===== src/rtl/arp_ctrl.sv =====
`default_nettype none
// ============================================================================
//  Module   : arp_ctrl
//  Brief    : ARP control stage. Auto-answers incoming ARP requests, resolves
//             and ages the peer MAC for DES_IP with periodic retries, and
//             sequences the ARP transmitter through a start/done handshake.
//  Revision : 1.0 - initial release
// ============================================================================
module arp_ctrl #(
    parameter logic [31:0] DES_IP       = {8'd192, 8'd168, 8'd1, 8'd102},
    parameter logic [31:0] RETRY_CYCLES = 32'd125_000_000,
    parameter logic [31:0] AGE_CYCLES   = 32'd3_750_000_000,
    parameter logic [31:0] TX_TIMEOUT   = 32'd4096
) (
    input  logic        clk,
    input  logic        rst_n,
    input  logic        arp_rx_done,
    input  logic        arp_rx_type,
    input  logic [47:0] src_mac,
    input  logic [31:0] src_ip,
    input  logic        tx_done,
    input  logic        user_req,
    output logic        arp_tx_en,
    output logic        arp_tx_type,
    output logic [47:0] des_mac,
    output logic [31:0] des_ip,
    output logic        peer_valid,
    output logic [47:0] peer_mac,
    output logic [31:0] peer_ip,
    output logic        tx_timeout_err
);

    localparam logic [1:0]  c_IDLE      = 2'd0;
    localparam logic [1:0]  c_START     = 2'd1;
    localparam logic [1:0]  c_WAIT_DONE = 2'd2;
    localparam logic [47:0] c_BCAST_MAC = 48'hff_ff_ff_ff_ff_ff;
    // Loaded in START so that expiry lands TX_TIMEOUT cycles after START.
    localparam logic [31:0] c_TO_LOAD   = (TX_TIMEOUT == 32'd0) ? 32'd0 : TX_TIMEOUT - 32'd1;

    logic [1:0]  r_state;
    logic [1:0]  w_state_nxt;
    logic        r_rep_pend;
    logic [47:0] r_rep_mac;
    logic [31:0] r_rep_ip;
    logic        r_req_pend;
    logic [31:0] r_retry_cnt;
    logic [31:0] r_age_cnt;
    logic [31:0] r_to_cnt;
    logic        w_take_rep;
    logic        w_take_req;
    logic        w_to_expire;
    logic        w_rx_req;
    logic        w_rx_match;
    logic        w_retry_fire;

    assign w_rx_req     = arp_rx_done & ~arp_rx_type;
    assign w_rx_match   = arp_rx_done & arp_rx_type & (src_ip == DES_IP);
    assign w_retry_fire = ~peer_valid & (r_retry_cnt == 32'd0);

    // State register.
    always_ff @(posedge clk or negedge rst_n) begin
        if (!rst_n) r_state <= c_IDLE;
        else        r_state <= w_state_nxt;
    end

    // Next-state decode; replies win over requests, tx_done wins over timeout.
    always_comb begin
        w_state_nxt = r_state;
        w_take_rep  = 1'b0;
        w_take_req  = 1'b0;
        w_to_expire = 1'b0;
        arp_tx_en   = 1'b0;
        case (r_state)
            c_IDLE: begin
                if (r_rep_pend) begin
                    w_take_rep  = 1'b1;
                    w_state_nxt = c_START;
                end else if (r_req_pend) begin
                    w_take_req  = 1'b1;
                    w_state_nxt = c_START;
                end
            end
            c_START: begin
                arp_tx_en   = 1'b1;
                w_state_nxt = c_WAIT_DONE;
            end
            c_WAIT_DONE: begin
                if (tx_done) begin
                    w_state_nxt = c_IDLE;
                end else if (r_to_cnt <= 32'd1) begin
                    w_to_expire = 1'b1;
                    w_state_nxt = c_IDLE;
                end
            end
            default: w_state_nxt = c_IDLE;
        endcase
    end

    // Pending flags and reply slot; a new event set in the same cycle as a clear survives.
    always_ff @(posedge clk or negedge rst_n) begin
        if (!rst_n) begin
            r_rep_pend <= 1'b0;
            r_rep_mac  <= 48'd0;
            r_rep_ip   <= 32'd0;
            r_req_pend <= 1'b0;
        end else begin
            if (w_take_rep) r_rep_pend <= 1'b0;
            if (w_rx_req) begin
                r_rep_pend <= 1'b1;
                r_rep_mac  <= src_mac;
                r_rep_ip   <= src_ip;
            end
            if (w_take_req) r_req_pend <= 1'b0;
            if (user_req || w_retry_fire) r_req_pend <= 1'b1;
        end
    end

    // Retry countdown while unresolved; parked at full value while the peer is known.
    always_ff @(posedge clk or negedge rst_n) begin
        if (!rst_n)                        r_retry_cnt <= 32'd0;
        else if (peer_valid)               r_retry_cnt <= RETRY_CYCLES;
        else if (r_retry_cnt == 32'd0)     r_retry_cnt <= RETRY_CYCLES;
        else                               r_retry_cnt <= r_retry_cnt - 32'd1;
    end

    // Peer cache with aging; a matching reply on the expiry cycle keeps the entry.
    always_ff @(posedge clk or negedge rst_n) begin
        if (!rst_n) begin
            peer_valid <= 1'b0;
            peer_mac   <= 48'd0;
            peer_ip    <= 32'd0;
            r_age_cnt  <= 32'd0;
        end else if (w_rx_match) begin
            peer_valid <= 1'b1;
            peer_mac   <= src_mac;
            peer_ip    <= DES_IP;
            r_age_cnt  <= AGE_CYCLES;
        end else if (peer_valid) begin
            if (r_age_cnt == 32'd0) begin
                peer_valid <= 1'b0;
                peer_mac   <= 48'd0;
                peer_ip    <= 32'd0;
            end else begin
                r_age_cnt <= r_age_cnt - 32'd1;
            end
        end
    end

    // Transmit descriptor, captured on the IDLE decision and held through WAIT_DONE.
    always_ff @(posedge clk or negedge rst_n) begin
        if (!rst_n) begin
            arp_tx_type <= 1'b0;
            des_mac     <= c_BCAST_MAC;
            des_ip      <= 32'd0;
        end else if (w_take_rep) begin
            arp_tx_type <= 1'b1;
            des_mac     <= r_rep_mac;
            des_ip      <= r_rep_ip;
        end else if (w_take_req) begin
            arp_tx_type <= 1'b0;
            des_mac     <= c_BCAST_MAC;
            des_ip      <= DES_IP;
        end
    end

    // Transmit watchdog and its sticky error flag.
    always_ff @(posedge clk or negedge rst_n) begin
        if (!rst_n) begin
            r_to_cnt       <= 32'd0;
            tx_timeout_err <= 1'b0;
        end else begin
            if (r_state == c_START)
                r_to_cnt <= c_TO_LOAD;
            else if (r_state == c_WAIT_DONE && r_to_cnt != 32'd0)
                r_to_cnt <= r_to_cnt - 32'd1;
            if (w_to_expire) tx_timeout_err <= 1'b1;
        end
    end

endmodule
`default_nettype wire


===== config.mk =====
export PLATFORM = sky130hd
export DESIGN_NAME = arp_ctrl
export DESIGN_NICKNAME = d
export VERILOG_FILES = /design/src/rtl/arp_ctrl.sv
export SDC_FILE = /design/constraint.sdc
export NUM_CORES = 1
export LEC_CHECK = 0
export CAP_MARGIN = 20
export CORE_MARGIN = 4
export CORE_UTILIZATION = 52
export CTS_CLUSTER_DIAMETER = 200
export CTS_CLUSTER_SIZE = 25
export DETAILED_ROUTE_END_ITERATION = 12
export PLACE_DENSITY = 0.82
export SYNTH_ARGS = -nofsm -noshare
export SYNTH_HDL_FRONTEND = slang
export SYNTH_SLANG_ARGS = --single-unit

===== constraint.sdc =====
create_clock -name clk -period 3.8 [get_ports clk]
set_clock_uncertainty 0.15 [all_clocks]
set_input_delay 1.14 -clock clk [delete_from_list [all_inputs] [get_ports clk]]
set_output_delay 1.14 -clock clk [all_outputs]
set_load 0.005 [all_outputs]

# Yosys cells after proc, flatten, opt, wreduce, memory -nomap -nowiden
# Cells that the tools add are included.
# totals
reg_bits,343
elab_cells,85
input_bits,86
# op_classes
n_bitwise,6
n_addsub,3
n_eq_ne,6
order_cmp,1
n_mux,39
n_reduce_logical,15
# op_table
cell,n
two-way mux 32 bit,12
two-way mux 48 bit,5
"subtractor 32 x 1 -> 32 bit, second input constant",3
logical NOT 32 bit,2
"== test 32 bit, second input constant",1
"less-or-equal comparator 32 x 1 -> 1 bit, second input constant",1
nonzero test 32 bit,1
two-way mux 1 bit,17
nonzero test 2 bit,6
two-way mux 2 bit,4
"inequality test 3 bit, second input constant",2
one-hot mux 2 bit (3 select lines),1
AND reduction 2 bit,3
AND 1 bit,4
"== test 2 x 1 -> 1 bit, second input constant",1
"== test 2 bit, second input constant",1
logical NOT 2 bit,1
"inequality test 2 bit, second input constant",1
inverter 1 bit,2
logical AND 1 bit,1
logical OR 1 bit,1

# Longest topological paths before layout
# logic_depth
ltp_word,5
depth_mapped,9

# Worst setup path after synthesis
# Ideal clock, no wire load.
# synth_timing
path_type,input to register
from,input port src_ip[14]
to,register r_age_cnt[0]
setup_slack_ps,838
path_buffers,2
cell_stages,6
arrival_ps,2680
path_cell_list,nor4b_1 > nand3_1 > nor3_1 > clkbuf_1 > clkbuf_1 > nor2_1
# synth_between
elab_chain_cells,4
# synth_rtl
item,line_no,rtl
from (decl),20,"input logic [31:0] src_ip,"
== test 32 bit (*),57,assign w_rx_match = arp_rx_done & arp_rx_type & (src_ip == DES_IP);
AND 1 bit (*),57,
inequality test 2 bit (no source line) / nonzero test 2 bit (equally long branches),n/a,
AND reduction 2 bit (no source line),n/a,
to (signal assigned),144,r_age_cnt <= r_age_cnt - 32'd1;
to (decl),47,logic [31:0] r_age_cnt;
# Mark *: on every way between the ends. The rest lies on a longest branch, timed or not.
# A chain may end at the register's enable or synchronous reset.

# Worst setup path in the final report
# layout_timing
from,register r_age_cnt[16]
to,register peer_mac[32]
# layout_between
elab_chain_cells,3
# layout_rtl
item,line_no,rtl
logical NOT 32 bit,139,if (r_age_cnt == 32'd0) begin
nonzero test 2 bit (no source line),n/a,
AND reduction 2 bit (no source line),n/a,
to (signal assigned),135,peer_mac <= src_mac;
to (decl),28,"output logic [47:0] peer_mac,"
# No other way between the ends.

==> metrics.md <==
| Metric | Value |
|---|---|
| Fin crit period | 3.27 ns |
| Die Height | 167 µm |
| Hold Buf Count CTS | 0 |
| EDFF count, synth | 0 |
| Reg2reg setup slack | 0.53 ns |
| Setup tns final | 0 ns |
| Slew Limit Fails | 0 |
| Via Count | 9469 |
| Layout Nets | 1363 |
| Pwr dens | around 500 nW/µm² |
| IO Pins | between 200 and 300 |
| Pre-CTS setup slack | 0.241 ns |
| WP data arrival | about 3.5 ns |
| Clock latency at the later pin of the worst-skew pair | 0.52 ns |
| Combinational family with the most area after synthesis | compound AO/OA/AOI/OAI gates |
| Hold Fails Final Rpt | 0 |
| Critical Path Sink | peer_mac[32] |
| Post-synth top area share | 0.500 |
| Area leader, netlist | dfrtp_1 |
| Worst Reg-to-Reg Cells | 6 |
| DR DRC count | 0 |
| Post-Synth Adder-Cell Area | 0.00663 |
| Most frequent cell after synthesis | dfrtp_1 |
| FF-to-FF Start | r_age_cnt[16] |
| Area growth syn-to-layout | 23.1% |
| Top_reg_cell synth | dfrtp_1 |
| CTS sink cnt | roughly 310 |
| WHS | 0.332 ns |
| Vias per cell | 5.88 |
| Max FO, Critical Path | 31 |
| Initial Util | 0.526 |
| VDD IR max | 0.430 mV |
| Wire length per cell | roughly 20 µm |
| Critical path capture point type | flip-flop |
| Gate count of the mapped netlist | around 1.1k |
| Synth Area in XOR/XNOR | 0.0192 |
| Area contributors post-synth | dfrtp_1 50%, dfstp_2 9.5%, mux2_2 6.8% |
| Relative max-transition margin | 0.401 |
| Max-cap violations | 0 |
| GRT overflow | 0 |
| Initial antenna violation count | 0 |
| Total die area | approximately 28000 µm² |
| First-pass GRT wire length | slightly above 50000 µm |
| N_diodes | 0 |
| H-tree depth | 1 |
| Unique masters post-synth | 61 |
| Post-Synth Simple-Gate Area | 0.125 |
| Total wire length | 32200 µm |
| Post-synth ARST share | 1.00 |
| Hpwl dp | around 22000 µm |
| Initial drt markers | 573 |
| Critical Path Source | r_age_cnt[16] |
| Worst min path class | reg -> reg |
| Tot GR Track Use | 0.226 |
| Fin crit share | 0.861 |
| Proportion of layout cells with a drive suffix above 1 | 0.155 |
| Row cnt | between 50 and 60 |
| DRT antenna net count | 0 |
| Core ar. | around 25000 µm² |
| CTS Buf Count | 16 |
| Post-Syn Area | between 10000 and 15000 µm² |
| Number of global-route vias before repair | about 9.6k |
| Status | finished, final reports clean |
| Root Buffer | clkbuf_16 |
| Kind of critical path | reg -> reg |
| YS warnings | 0 |
| P_leak | around 6.5 nW |
| RSZ-0062 raised after global routing | false |
| Clk slew on worst S/H paths | approximately 0.1 ns |
| Sequential area share after synthesis | 0.596 |
| Worst slew pin tran | 0.895 ns |
| Synth Area in Compound Gates | 0.139 |
| Setup violators final | 0 |
| Post-cts repair resize count | 0 |
| GPL Wtd Cong | 0.870 |
| Critical Path Start Type | flip-flop |
| Post-synthesis mux area share | 0.0758 |
| Synth Register Bits | about 310 |
| Post-CTS Repair Setup Buffers | 0 |
| Max Fclk | between 0.3 and 0.4 GHz |
| Clock Tree Buf Depth | 3 |
| Input/output buffers | 227 |
| Avg Cell Area, Syn | about 12 µm² |
| Pre-antenna DRT Iters | 5 |
| Largest net degree at the start of global routing | 87 |
| TritonCTS clock tree | built |
| Synth top cells by count | 264 x dfrtp_1, 80 x mux2_2, 70 x a22o_1, 58 x o22a_1, 51 x nand2_1 |
| Worst EP required | roughly 4.0 ns |
| Die X | 167 µm |
| Fin worst setup slack | 0.529 ns |
| Worst r2r dst | peer_mac[32] |
-- critical path, cell delays in order (launching register included) --
cell     delay, ns
dfrtp_1       0.41
or4_1         0.66
or3_1         0.52
nor4_1        0.61
a21oi_4       0.31
buf_12        0.26
a22o_1        0.20
-- how the worst min path moves through the flow --
stage	from	end	slack (ns)	cells past startpoint
final	r_to_cnt[31]	r_to_cnt[31]	0.33	1
after floorplan	r_to_cnt[31]	r_to_cnt[31]	0.30	1
after detailed placement	r_to_cnt[31]	r_to_cnt[31]	0.32	1
after CTS	r_to_cnt[31]	r_to_cnt[31]	0.34	1
after global routing	r_to_cnt[31]	r_to_cnt[31]	0.36	1
after global placement	r_to_cnt[31]	r_to_cnt[31]	0.32	1
-- area by class of cell --
type / count / area [µm²]
clock buffers: 26 / 438
clock inverters: 2 / 32.5
fillers: 1935 / 8840
inverters: 11 / 41.3
multi-input cells: 678 / 4940
flip-flops and latches: 312 / 7870
well taps: 330 / 413
repair buffers: 251 / 2530
-- stage by stage --
| stage | utilization | cells | instance area [µm²] | power [W] |
|---|---|---|---|---|
| detailed placement | 0.629 | 1582 | 15800 | 0.00645 |
| CTS | 0.648 | 1610 | 16300 | 0.00834 |
| floorplan | - | 1091 | 13300 | 0.00521 |
| global placement | 0.629 | 1582 | 15800 | 0.00638 |
| global route | 0.648 | 1610 | 16300 | 0.00866 |
| finish | 0.648 | 1610 | 16300 | 0.00826 |
-- report_power, final --
group	internal (W)	switching (W)	total, W
clock network	0.000818	0.00107	0.00189
logic	0.00116	0.000973	0.00214
registers	0.00393	0.000311	0.00424
total	0.00591	0.00235	0.00826
-- cells by family (layout without fill, tap and decap cells) --
group | after synthesis | in the layout
xor gates and xnor gates | 29 | 29
DFF | 312 | 312
AOI/OAI and AO/OA | 236 | 236
and+or+nand+nor | 294 | 294
muxes | 90 | 90
other | 1 | 22
buffers and inverters | 101 | 290
adders and majority gates | 7 | 7
-- sequential cells by signal, summed over array words and instances, names as in the netlist, 2 cells and up --
register	count
r_rep_mac	48
r_rep_ip	32
r_to_cnt	32
r_retry_cnt	32
r_state	2
des_mac	48
r_age_cnt	32
des_ip	32
peer_mac	48
-- cell usage in the layout (no fill, tap or decap), types with 8 or more instances in the layout --
master and instances:
xnor2_1 19, mux2i_1 10, nand2_1 50, nand3_1 18, clkbuf_16 16, or4_1 20
clkdlybuf4s50_1 226, a21oi_1 26, o22a_1 58, a31oi_1 8, dfstp_2 48, buf_4 18
nor3_1 33, nand4_1 8, a22o_1 70, or3_1 32, mux2_2 80, dfrtp_1 264
conb_1 22, inv_1 10, o21ai_0 27, o31ai_1 13, nor2_1 42, or2_2 10
xor2_1 10, clkbuf_1 10, nor4_1 29
-- metal layers --
layer,routed length (µm),GRT usage,vias up
li1,-,-,4334
met1,13400,0.301,4803
met2,15500,0.371,283
met3,2460,0.0663,49
met4,768,0.0505,0
met5,0,0,-
Note: power is estimated with default switching activity, not from simulation.
==> RTL edit: new RTL, same settings <==
Reset style: synchronous (`rst_n`), changed in 6 clocked blocks.
--- a/src/rtl/arp_ctrl.sv
+++ b/src/rtl/arp_ctrl.sv
@@ -60,3 +60,3 @@
     // State register.
-    always_ff @(posedge clk or negedge rst_n) begin
+    always_ff @(posedge clk) begin
         if (!rst_n) r_state <= c_IDLE;
@@ -99,3 +99,3 @@
     // Pending flags and reply slot; a new event set in the same cycle as a clear survives.
-    always_ff @(posedge clk or negedge rst_n) begin
+    always_ff @(posedge clk) begin
         if (!rst_n) begin
@@ -118,3 +118,3 @@
     // Retry countdown while unresolved; parked at full value while the peer is known.
-    always_ff @(posedge clk or negedge rst_n) begin
+    always_ff @(posedge clk) begin
         if (!rst_n)                        r_retry_cnt <= 32'd0;
@@ -126,3 +126,3 @@
     // Peer cache with aging; a matching reply on the expiry cycle keeps the entry.
-    always_ff @(posedge clk or negedge rst_n) begin
+    always_ff @(posedge clk) begin
         if (!rst_n) begin
@@ -149,3 +149,3 @@
     // Transmit descriptor, captured on the IDLE decision and held through WAIT_DONE.
-    always_ff @(posedge clk or negedge rst_n) begin
+    always_ff @(posedge clk) begin
         if (!rst_n) begin
@@ -166,3 +166,3 @@
     // Transmit watchdog and its sticky error flag.
-    always_ff @(posedge clk or negedge rst_n) begin
+    always_ff @(posedge clk) begin
         if (!rst_n) begin
Formal check against the unedited RTL: differs if rst_n is asserted again (counterexample within 4 cycles, from zero or initial values and one cycle with rst_n low); with rst_n held inactive, the same outputs for 4 cycles.
==> RTL edit against the unedited design <==
Cell area shrank 6.4%; synthesized area down 6.4%; sequential cell count did not move; largest cell class unchanged; sequential share of layout area shrank 7.3 points; highest routed layer is now met5; total power fell by 12%; wire length is 4.6% higher; count of clock-buffer cells in the layout fell by 9; worst setup slack got worse by 0.27 ns.
==> RTL edit: results (changes against the unedited design) <==
* Met1 usage at 31.8% (+1.7 points)
* Synth top cells by count: dfxtp_1, nand2_1, a21oi_1
* Internal power at 5.05 mW (-14%)
* Xor/xnor share of the synthesized area at 2.41% (+0.49 points)
* CP arrival at 2.26 ns (-1.25 ns)
* HP Start: r_rep_ip[17]
* Layout non-clock buf frac at 16.8% (+1.2 points)
* Synth area leaders: dfxtp_1, nand2_1, a21oi_1, a22o_1, o22ai_1
* R2R setup slack at 0.59 ns (+0.06 ns)
* R2r worst-path depth at 7 (+1)
* Iteration-0 DRC count of the detailed router at 817 (+43%)
* Layout cells sized above 1 at 5.58% (-9.9 points)
* Filler cell count at 1983 (+2.5%)
* Tot GR Track Use at 24.5% (+1.9 points)
* Slew margin rel. at 36.0% (-4.1 points)
* Post-synthesis sequential area ratio at 50.5% (-9.0 points)
* Combinational power share at 24.0% (-1.9 points)
* Number of global-route vias before repair at 10406 (+8.1%)
* Initial antenna violation count at 1 (+1)
* Reg area at 6250 sq um (-21%)
* Tapcell Cnt at 319 (-3.3%)
* Hold slack final at 0.308 ns (-0.0234 ns)
* Compound-cell area share of the yosys netlist at 19.1% (+5.3 points)
* DP HPWL at 23100 microns (+3.6%)
* Status: finished, final reports clean
* Async set-reset flop share out of synthesis at 0% (-100 points)
* Layout clock area frac at 2.90% (+0.0099 points)
* Met2 usage at 40.4% (+3.3 points)
* Multi-In Gates at 958 (+41%)
* Reg2reg end: r_age_cnt[10]
* DP Area at 14800 sq um (-6.4%)
* Clock power frac at 25.2% (+2.4 points)
* First-pass GRT wire length at 53600 microns (+3.4%)
* Hold path depth at 2 (+1)
* CP Capture Point: arp_tx_en
## RTL edit: cell count changes after synthesis, moves of 16 or more
| cell | change |
|---|---|
| a22o_1 | -21 |
| dfrtp_1 | -264 |
| o22ai_1 | +58 |
| or4_1 | +17 |
| mux2_2 | -80 |
| dfxtp_1 | +312 |
| dfstp_2 | -48 |
| a21oi_1 | +109 |
| o22a_1 | -58 |
| clkbuf_1 | +38 |
| a22oi_1 | +23 |
| nand2_1 | +180 |
| nor2_1 | +49 |
| o31ai_1 | +16 |
## RTL edit: metrics by stage
stage | power (mW) | util, % | setup WS [ns]
2_1_floorplan | 4.95 | - | 0.536
6_report | 7.28 | 65.0 | 0.255
4_1_cts | 7.31 | 65.0 | 0.261
3_3_place_gp | 5.43 | 63.2 | 0.243
5_1_grt | 7.65 | 65.0 | 0.103
3_5_place_dp | 5.49 | 63.2 | 0.134
